==> src/rtl/reg_scoreboard_decoder_if.sv <==
// Issue/writeback/hazard bundle between issue logic and the register scoreboard.
// The master drives requests; the slave (scoreboard) returns status.
interface reg_scoreboard_decoder_if #(
  parameter int ADDR_W = 5
);
  localparam int NREG = 2**ADDR_W;

  logic              issue_valid;
  logic              issue_ready;
  logic [ADDR_W-1:0] issue_rd;
  logic              wb_valid;
  logic [ADDR_W-1:0] wb_rd;
  logic [ADDR_W-1:0] rs1;
  logic [ADDR_W-1:0] rs2;
  logic              haz1;
  logic              haz2;
  logic [NREG-1:0]   pending;
  logic [NREG-1:0]   we_onehot;
  logic              err_underflow;
  logic              err_clr;

  modport master (
    output issue_valid, issue_rd, wb_valid, wb_rd, rs1, rs2, err_clr,
    input  issue_ready, haz1, haz2, pending, we_onehot, err_underflow
  );

  modport slave (
    input  issue_valid, issue_rd, wb_valid, wb_rd, rs1, rs2, err_clr,
    output issue_ready, haz1, haz2, pending, we_onehot, err_underflow
  );
endinterface

==> src/rtl/reg_scoreboard_decoder.sv <==
// Register-file scoreboard: per-register outstanding-write counters, rs1/rs2
// hazard flags and a registered one-hot write-enable decoded from the WB address.

module reg_sb_slot #(
  parameter int CNT_W = 2
) (
  input  logic             clk,
  input  logic             rst_n,
  input  logic             iss,
  input  logic             wb,
  output logic [CNT_W-1:0] cnt
);
  // iss is only ever asserted when cnt is below max, so no wrap is possible.
  always_ff @(posedge clk or negedge rst_n) begin
    if (!rst_n)                        cnt <= '0;
    else if (iss && !wb)               cnt <= cnt + CNT_W'(1);
    else if (wb && !iss && cnt != '0)  cnt <= cnt - CNT_W'(1);
  end
endmodule

module reg_scoreboard_decoder #(
  parameter int ADDR_W             = 5,
  parameter int CNT_W              = 2,
  parameter bit ZERO_REG_HARDWIRED = 1'b1
) (
  input logic                     clk,
  input logic                     rst_n,
  reg_scoreboard_decoder_if.slave bus
);
  localparam int               NREG  = 2**ADDR_W;
  localparam logic [CNT_W-1:0] CMAX  = '1;
  // Bit 0 cleared when x0 is hardwired: it never counts, errors or write-enables.
  localparam logic [NREG-1:0]  TRACK = {{(NREG-1){1'b1}}, !ZERO_REG_HARDWIRED};

  logic [NREG-1:0][CNT_W-1:0] cnt;
  logic [NREG-1:0]            pend;
  logic [NREG-1:0]            iss_oh;
  logic [NREG-1:0]            wb_oh;
  logic                       issue_ready;
  logic                       underflow;
  logic                       err_q;
  logic [NREG-1:0]            we_q;

  function automatic logic [NREG-1:0] onehot(input logic [ADDR_W-1:0] a);
    logic [NREG-1:0] o;
    o = '0;
    for (int i = 0; i < NREG; i++) o[i] = (a == ADDR_W'(i));
    return o;
  endfunction

  // Ready looks only at state, so a same-cycle WB never relieves a full count.
  assign issue_ready = (cnt[bus.issue_rd] != CMAX);
  assign iss_oh      = onehot(bus.issue_rd) & TRACK & {NREG{bus.issue_valid && issue_ready}};
  assign wb_oh       = onehot(bus.wb_rd) & TRACK & {NREG{bus.wb_valid}};
  assign underflow   = |(wb_oh & ~pend);

  genvar g;
  generate
    for (g = 0; g < NREG; g++) begin : g_slot
      reg_sb_slot #(.CNT_W(CNT_W)) u_slot (
        .clk   (clk),
        .rst_n (rst_n),
        .iss   (iss_oh[g]),
        .wb    (wb_oh[g]),
        .cnt   (cnt[g])
      );
      assign pend[g] = |cnt[g];
    end
  endgenerate

  always_ff @(posedge clk or negedge rst_n) begin
    if (!rst_n) begin
      we_q  <= '0;
      err_q <= 1'b0;
    end else begin
      we_q <= wb_oh;
      if (underflow)        err_q <= 1'b1;
      else if (bus.err_clr) err_q <= 1'b0;
    end
  end

  // A WB retiring the last outstanding write bypasses the hazard this cycle.
  assign bus.haz1 = pend[bus.rs1] &&
                    !(bus.wb_valid && bus.wb_rd == bus.rs1 && cnt[bus.rs1] == CNT_W'(1));
  assign bus.haz2 = pend[bus.rs2] &&
                    !(bus.wb_valid && bus.wb_rd == bus.rs2 && cnt[bus.rs2] == CNT_W'(1));

  assign bus.issue_ready   = issue_ready;
  assign bus.pending       = pend;
  assign bus.we_onehot     = we_q;
  assign bus.err_underflow = err_q;
endmodule
==> src/flat_wrapper.sv <==
// flat-port wrapper written by rule: the top's interface ports become plain ports
module reg_scoreboard_decoder_flat 
#(
  parameter int ADDR_W             = 5,
  parameter int CNT_W              = 2,
  parameter bit ZERO_REG_HARDWIRED = 1'b1
)
  (clk, rst_n, bus_issue_valid, bus_issue_rd, bus_wb_valid, bus_wb_rd, bus_rs1, bus_rs2, bus_err_clr, bus_issue_ready, bus_haz1, bus_haz2, bus_pending, bus_we_onehot, bus_err_underflow);
  reg_scoreboard_decoder_if #(.ADDR_W(ADDR_W)) bus_i ();
  input logic clk;
  input logic rst_n;
  input wire logic [$bits(bus_i.issue_valid)-1:0] bus_issue_valid;
  input wire logic [$bits(bus_i.issue_rd)-1:0] bus_issue_rd;
  input wire logic [$bits(bus_i.wb_valid)-1:0] bus_wb_valid;
  input wire logic [$bits(bus_i.wb_rd)-1:0] bus_wb_rd;
  input wire logic [$bits(bus_i.rs1)-1:0] bus_rs1;
  input wire logic [$bits(bus_i.rs2)-1:0] bus_rs2;
  input wire logic [$bits(bus_i.err_clr)-1:0] bus_err_clr;
  output wire logic [$bits(bus_i.issue_ready)-1:0] bus_issue_ready;
  output wire logic [$bits(bus_i.haz1)-1:0] bus_haz1;
  output wire logic [$bits(bus_i.haz2)-1:0] bus_haz2;
  output wire logic [$bits(bus_i.pending)-1:0] bus_pending;
  output wire logic [$bits(bus_i.we_onehot)-1:0] bus_we_onehot;
  output wire logic [$bits(bus_i.err_underflow)-1:0] bus_err_underflow;
  assign bus_i.issue_valid = bus_issue_valid;
  assign bus_i.issue_rd = bus_issue_rd;
  assign bus_i.wb_valid = bus_wb_valid;
  assign bus_i.wb_rd = bus_wb_rd;
  assign bus_i.rs1 = bus_rs1;
  assign bus_i.rs2 = bus_rs2;
  assign bus_i.err_clr = bus_err_clr;
  assign bus_issue_ready = bus_i.issue_ready;
  assign bus_haz1 = bus_i.haz1;
  assign bus_haz2 = bus_i.haz2;
  assign bus_pending = bus_i.pending;
  assign bus_we_onehot = bus_i.we_onehot;
  assign bus_err_underflow = bus_i.err_underflow;
  reg_scoreboard_decoder #(.ADDR_W(ADDR_W), .CNT_W(CNT_W), .ZERO_REG_HARDWIRED(ZERO_REG_HARDWIRED)) u_core (.clk(clk), .rst_n(rst_n), .bus(bus_i));
endmodule
==> config.mk <==
export PLATFORM = sky130hd
export DESIGN_NAME = reg_scoreboard_decoder_flat
export DESIGN_NICKNAME = d
export VERILOG_FILES = /design/src/rtl/reg_scoreboard_decoder_if.sv /design/src/rtl/reg_scoreboard_decoder.sv /design/src/flat_wrapper.sv
export SDC_FILE = /design/constraint.sdc
export NUM_CORES = 1
export LEC_CHECK = 0
export CORE_MARGIN = 2
export CORE_UTILIZATION = 41
export DETAILED_ROUTE_END_ITERATION = 8
export PLACE_DENSITY = 0.67
export SLEW_MARGIN = 5
export SYNTH_ARGS = -nofsm -noshare
export SYNTH_HDL_FRONTEND = slang
export SYNTH_SLANG_ARGS = --single-unit
==> constraint.sdc <==
create_clock -name clk -period 2.5 [get_ports clk]
set_input_delay 0.375 -clock clk [delete_from_list [all_inputs] [get_ports clk]]
set_output_delay 0.375 -clock clk [all_outputs]
set_load 0.02 [all_outputs]
==> impl_metrics.csv <==
group,metric,value,unit
run_status,outcome,"finished, violations left",
run_status,violations,"negative setup slack",
yosys,syn-cell-area,0.00689,mm^2
routing,drt_iter0_drc,893,
yosys,yosysUniqueCellTypes,64,
floorplan,core_area,0.0165,mm^2
worst_setup_path,r2r_setup_slack,0.49,ns
yosys,synth.top_cell.area_share,0.341,
worst_setup_path,required,2.12,ns
yosys,synthFlopType,"dfrtp_1",
yosys,synth_enable_flop_cells,0,
worst_setup_path,worstPathArrival,2.32,ns
routing,wl,24700,um
cells_and_area,layout_common_cells,"buf_4 (223), nor2_1 (109), dfrtp_1 (90), clkdlybuf4s50_1 (71), o21ai_0 (67)",
worst_setup_path,r2r_end,"u_core.g_slot[3].u_slot.cnt[0]$_DFFE_PN0P_",
routing,wl_per_cell,18.6,um
floorplan,die_w,134,um
worst_setup_path,crit_path_start,"u_core.g_slot[28].u_slot.cnt[0]$_DFFE_PN0P_",
yosys,syn_inst,810,
clocking,htree_levels,3,
sta,hold_ws,0.495,ns
clocking,clk_pin_slew_worst_paths,0.06,ns
clocking,tritoncts,"yes",
clocking,cts.sinks,94,
global_route,grt_start_max_net_pins,36,
cells_and_area,area_delta_synth_final,47.4,%
power_and_ir_drop,p_int,3.99,mW
power_and_ir_drop,power.leakage,4.44,nW
yosys,async_flop_share,1.00,
sta,timing.slew.headroom,0.666,
power_and_ir_drop,p_sw,2.11,mW
worst_setup_path,path_max_fanout,5,
yosys,synth_top_area_cell,"dfrtp_1",
cells_and_area,num_antenna_cells,0,
worst_setup_path,reg2reg_from,"u_core.g_slot[3].u_slot.cnt[0]$_DFFE_PN0P_",
worst_setup_path,critical_path.endpoint_type,"output port",
place,place_congestion,0.957,
power_and_ir_drop,switching_share,0.346,
global_route,grt_pass1_wl,38100,um
sta,fmax,0.371,GHz
worst_setup_path,crit_path_start_kind,"flop",
worst_setup_path,rr_worst_depth,7,
job,cap_viol_max_count,0,
floorplan,ioPinCount,93,
sta,fin_skew,0.00748,ns
cells_and_area,layout_commonest_cell,"buf_4",
global_route,grt_pass1_vias,7084,
worst_setup_path,path_class,"reg2out",
yosys,synth.top_cells.by_area,"dfrtp_1 (34%), mux4_2 (7.2%), nor2_1 (6.2%), o21ai_0 (4.9%), nor3_1 (3.2%)",
global_route,globalRouteMet2Util,0.434,
power_and_ir_drop,p_per_area,601,mW/mm^2
sta,min_period_over_period,1.08,
clocking,max-clock-path-buffers,2,
floorplan,initial_utilization,0.417,
clocking,root_buffer,"clkbuf_16",
sta,finalHoldViolations,0,
global_route,busiest_layer,"met2",
routing,ant_nets,0,
worst_setup_path,endpoint,"bus_issue_ready",
sta,min_period,2.70,ns
clocking,clk_latency,0.36,ns
clocking,cts_buffers,9,
sta,worstMarginPinSlew,0.497,ns
global_route,grt_use_met1,0.375,
routing,dr.pass1.iters,5,
routing,drt_drc_violations_left,0,
yosys,ys_warn_count,0,
global_route,grtUsageMet3,0.0609,
power_and_ir_drop,vdd_drop_max,0.389,mV
cells_and_area,layout.nets,1125,
floorplan,num_rows,47,
cells_and_area,drive_gt1_frac,0.300,
sta,setup_ws,-0.199,ns
cells_and_area,stdcell_count,1325,
place,hpwl,19000,um
min_path,hold_path_class,"in2async",
global_route,grt_use_total,0.277,
place,port_buffers,90,
routing,viasPerCell,5.73,
yosys,ys_seq_elements,94,
power_and_ir_drop,power_frac_comb,0.410,
power_and_ir_drop,clkPwrFrac,0.245,
floorplan,die_area,0.0179,mm^2
power_and_ir_drop,power_frac_seq,0.344,
sta,slew_violations,0,
place,post-place-ws,-0.737,ns
place,placed_cells,1292,
global_route,grt_overflow_total,0,
routing,vias,7588,
sta,rsz0062_at_grt,"true",
sta,setup_viol,3,
yosys,seq_area_frac_synth,0.341,
yosys,syn_area_per_cell,8.51,um^2
global_route,antenna_found_initial,0,
floorplan,fp.dieH,134,um
[cell type report]
cell class	count	area, um^2
inverter	46	173
clock buffer	12	246
tap	220	275
multi-input combinational	619	4130
clock inverter	4	70.1
fill	1420	6370
timing repair buffer	330	2900
sequential	94	2360
[cells in the mapped netlist, types with 3 or more instances]
library cell,n
and2_1,3
xor2_1,22
and3_1,3
a22oi_1,22
clkbuf_1,11
dfrtp_1,94
nor4_2,5
mux4_2,22
o21a_1,28
o211a_1,3
inv_1,44
buf_4,13
nand3b_1,5
mux2i_1,12
nor2b_1,14
buf_6,5
nand2b_1,11
or2_2,7
nand3_1,21
nor3_1,44
buf_2,23
o211ai_1,26
nand2_1,54
nor2_2,3
nor2_1,113
o31ai_1,16
a31oi_1,7
o21ai_0,68
nor3b_1,13
o31a_1,4
nand4b_2,3
a21oi_1,32
a211oi_1,17
mux2_2,3
[power groups by stage]
stage	Combinational, mW	Clock (mW)	Sequential, mW
floorplan	1.18	0	2.09
global placement	2.31	0	2.10
detailed placement	2.35	0	2.10
CTS	2.44	1.51	2.08
global route	2.70	1.57	2.13
finish	2.50	1.50	2.10
[kinds of logic (layout without fill, tap and decap cells)]
logic type / after synthesis / count (layout) / share of synthesized area
flip-flops: 94 / 94 / 0.341
XOR/XNOR: 24 / 24 / 0.0305
other: 1 / 2 / 0.000544
multiplexers: 38 / 38 / 0.0964
AND/OR/NAND/NOR: 311 / 311 / 0.225
buffers and inverters: 98 / 392 / 0.0701
AO/OA/AOI/OAI: 244 / 244 / 0.236
[worst min path at each step]
stage	end	depth (start not counted)
2_1_floorplan	u_core.bus.err_underflow$_DFFE_PN0P_	0
3_3_place_gp	u_core.bus.we_onehot[11]$_DFF_PN0_	1
3_5_place_dp	u_core.bus.we_onehot[11]$_DFF_PN0_	1
4_1_cts	u_core.bus.we_onehot[11]$_DFF_PN0_	2
5_1_grt	u_core.g_slot[10].u_slot.cnt[1]$_DFFE_PN0P_	2
6_report	u_core.g_slot[10].u_slot.cnt[1]$_DFFE_PN0P_	2
[state kept, by name (all words and copies together), names as in the netlist]
signal and count:
u_core.bus.err_underflow 1, u_core.bus.we_onehot 31, u_core.g_slot.u_slot.cnt 62
[worst max-delay path, stage by stage (launching register included)]
cell	delay (ns)
dfrtp_1	0.45
nand2_1	0.08
mux4_2	0.47
mux4_2	0.55
mux2_4	0.29
buf_6	0.13
[repair_timing]
action / 4_1_cts / 5_1_grt
setup endpoints to repair: 3 / 3
pin swaps: 13 / 11
resized for setup: 49 / 21
setup buffers: 10 / 3
endpoints found under the hold margin: 29 / 0
hold buffers: 1 / 0
gates cloned: 3 / 0
[routing by layer]
layer  share of wire  wire length (um)  vias up
li1                -                 -     3527
met1            0.42             10400     3645
met2            0.46             11400      365
met3           0.088              2170       51
met4           0.031               762        0
met5               0                 0        -
[stage by stage]
step	area (um^2)	util	total power, mW	setup TNS (ns)
detailed placement	9540	0.577	4.45	-3.35
global placement	9540	0.577	4.41	-3.08
floorplan	6890	-	3.27	0
CTS	10100	0.611	6.03	-0.434
finish	10200	0.614	6.10	-0.439
global route	10200	0.614	6.41	-0.609
Note: power is estimated with default switching activity, not from simulation.
==> patch, RTL diff (same flow settings) <==
`CNT_W` is set to 2 in 3 places; all go to 4.
--- a/src/rtl/reg_scoreboard_decoder.sv
+++ b/src/rtl/reg_scoreboard_decoder.sv
@@ -2,7 +2,7 @@
 // hazard flags and a registered one-hot write-enable decoded from the WB address.
 
 module reg_sb_slot #(
-  parameter int CNT_W = 2
+  parameter int CNT_W = 4
 ) (
   input  logic             clk,
   input  logic             rst_n,
@@ -20,7 +20,7 @@
 
 module reg_scoreboard_decoder #(
   parameter int ADDR_W             = 5,
-  parameter int CNT_W              = 2,
+  parameter int CNT_W              = 4,
   parameter bit ZERO_REG_HARDWIRED = 1'b1
 ) (
   input logic                     clk,
--- a/src/flat_wrapper.sv
+++ b/src/flat_wrapper.sv
@@ -2,7 +2,7 @@
 module reg_scoreboard_decoder_flat 
 #(
   parameter int ADDR_W             = 5,
-  parameter int CNT_W              = 2,
+  parameter int CNT_W              = 4,
   parameter bit ZERO_REG_HARDWIRED = 1'b1
 )
   (clk, rst_n, bus_issue_valid, bus_issue_rd, bus_wb_valid, bus_wb_rd, bus_rs1, bus_rs2, bus_err_clr, bus_issue_ready, bus_haz1, bus_haz2, bus_pending, bus_we_onehot, bus_err_underflow);
Behaviour: not the same (a bounded check fails within 4 cycles, from zero or initial values and one cycle with rst_n low).
==> patch against the unedited design <==
- the run still ends with negative setup slack left
- design area increased by 110%
- sequential share of layout area decreased by 4.8 points
- worst hold slack got worse by 57 ps
- worst setup slack got worse by 660 ps
- routed wire length increased by 120%
- total power increased to 3.5 times the old value
- synthesized area increased by 81%
- sequential cell count increased by 62
- combinational power increased to 5.6 times the old value
- utilization increased by 9.9 points
- global-route usage increased by 6.4 points
- critical path depth increased by 9
- critical endpoint is now u_core.g_slot[7].u_slot.cnt[3]$_DFFE_PN0P_
- largest cell class unchanged
==> patch: results (changes against the unedited design) <==
| Metric | Value |
|---|---|
| Status | finished with violations |
| Failing checks | negative setup slack |
| Post-synthesis mux area share | 0.105 (+0.00889) |
| Crit. Startpoint | u_core.g_slot[8].u_slot.cnt[3]$_DFFE_PN0P_ |
| First-pass GRT wire length | 81500 microns (+110%) |
| Post-synth top cells | dfrtp_1 (156), nand2_1 (122), o21ai_0 (71), nor2_1 (68), inv_1 (63) |
| Iter 0 DRT Violations | 1826 (+100%) |
| Register-to-register setup slack | -850 ps (-1340 ps) |
| Worst setup margin | -855 ps (-656 ps) |
| Maximum vdd drop | 0.593 mV (+52%) |
| Compound-gate portion of the synthesized area | 0.205 (-0.0311) |
| DRT Pass-1 Iters | 7 (+2) |
| Synth top area cells | dfrtp_1 (31%), mux4_2 (6.5%), ha_1 (6.2%) |
| Final setup violating endpoints | 126 (+123) |
| Tot GR Track Use | 0.340 (+0.0637) |
| Max FFs per register | 124 (+100%) |
| Netlist cell types | 78 (+22%) |
| Worst-margin pin slew | 787 ps (+289 ps) |
| RePlAce Congestion | 1.04 (+8.4%) |
| CP peak stage delay | 500 ps (-50 ps) |
| XOR/XNOR Fraction of Synth Area | 0.0569 (+0.0264) |
| Final wirelength | 54500 microns (+120%) |
| Vias in the first global route | 14.6k (+110%) |
| # fillers | 2044 (+44%) |
| Reg2reg path depth | 14 (+7) |
| Skew-Pair Late Insertion Delay | 460 ps (+100 ps) |
| Share of cells above drive strength 1 | 0.511 (+0.211) |
| Post-synthesis adder-cell area fraction | 0.112 (+0.112) |
| Critical path class | register to register |
| Clk_skew | 14.0 ps (+6.56 ps) |
| Vias | 14.4k (+90%) |
| Pleak | 9.27 nW (+110%) |
| Layout Nets | 2070 (+84%) |
| Arr. time, crit path | 3730 ps (+1410 ps) |
| Register area share after synthesis | 0.313 (-0.0282) |
| CTS Buf Count | 17 (+8) |
| CTS clk-pin slew, worst paths | 70 ps |
| H-tree levels | 4 (+1) |
| Post-DP Area | 18100 sq um (+89%) |
| DP HPWL | 39100 microns (+110%) |
| Largest net degree at the start of global routing | 52 (+44%) |
[patch: layer usage]
layer  share of wire  up-vias  global-route usage
met5         0.00072        -                   0
met4           0.063        2               0.187
met3           0.088      255              0.0801
met2            0.48      880               0.558
met1            0.37     7053               0.413
li1                -     6202                   -
[patch: area by class of cell]
cell class / instances / share of cell area
sequential: 156 / 0.184
clock inverter: 10 / 0.00671
inverter: 64 / 0.0114
multi-input combinational: 1030 / 0.479
clock buffer: 21 / 0.0207
tap: 390 / 0.0230
timing repair buffer: 683 / 0.276
[patch: logic make-up (layout without fill, tap and decap cells)]
logic type,Yosys count,count (layout)
AOI/OAI and AO/OA,365,365
xor gates and xnor gates,81,81
adders and majority gates,93,93
buffers and inverters,128,778
DFF,156,156
muxes,82,82
other,1,2
and+or+nand+nor,407,407
[patch: repair_timing]
action,in CTS,in global routing
hold buffers,1,0
setup buffers,66,41
resized for setup,344,131
pin swaps,148,126
gates cloned,2,0
hold endpoints to repair,47,0
setup endpoints to repair,152,140
[patch: power breakdown]
| part | total (mW) | leakage (nW) | internal, mW | switching [mW] |
|---|---|---|---|---|
| clock | 2.74 | 0.270 | 1.57 | 1.17 |
| combinational | 14.0 | 7.01 | 7.29 | 6.72 |
| sequential | 4.41 | 1.98 | 3.45 | 0.961 |
| total | 21.1 | 9.27 | 12.3 | 8.85 |
[patch: worst max-delay path: cells and delay by family, from the launching register on]
kind,cells,cell delay (ps)
AND/OR/NAND/NOR,3,620
AO/OA/AOI/OAI,3,490
adder cells (fa/ha/maj),1,230
flip-flops,1,400
buffers and inverters,4,540
multiplexers,2,770
XOR/XNOR,1,200
[patch: how the worst min path moves through the flow]
stage,from,slack [ps],endpoint
after floorplan,rst_n,80,u_core.bus.err_underflow$_DFFE_PN0P_
after global placement,rst_n,370,u_core.bus.we_onehot[17]$_DFF_PN0_
after detailed placement,rst_n,370,u_core.bus.we_onehot[17]$_DFF_PN0_
after CTS,rst_n,460,u_core.g_slot[20].u_slot.cnt[3]$_DFFE_PN0P_
after global routing,rst_n,480,u_core.g_slot[17].u_slot.cnt[3]$_DFFE_PN0P_
final,rst_n,440,u_core.g_slot[20].u_slot.cnt[3]$_DFFE_PN0P_
[patch: through the flow]
step                TNS, ps  utilization  std cells  worst slack, ps  hold slack, ps
global placement    -116680        0.606       2236            -1290             365
detailed placement  -120910        0.606       2236            -1330             367
floorplan            -44670            -       1314             -834            79.4
global route         -67860        0.713       2354             -916             481
finish               -59400        0.713       2354             -855             438
CTS                  -53130        0.691       2332             -792             461
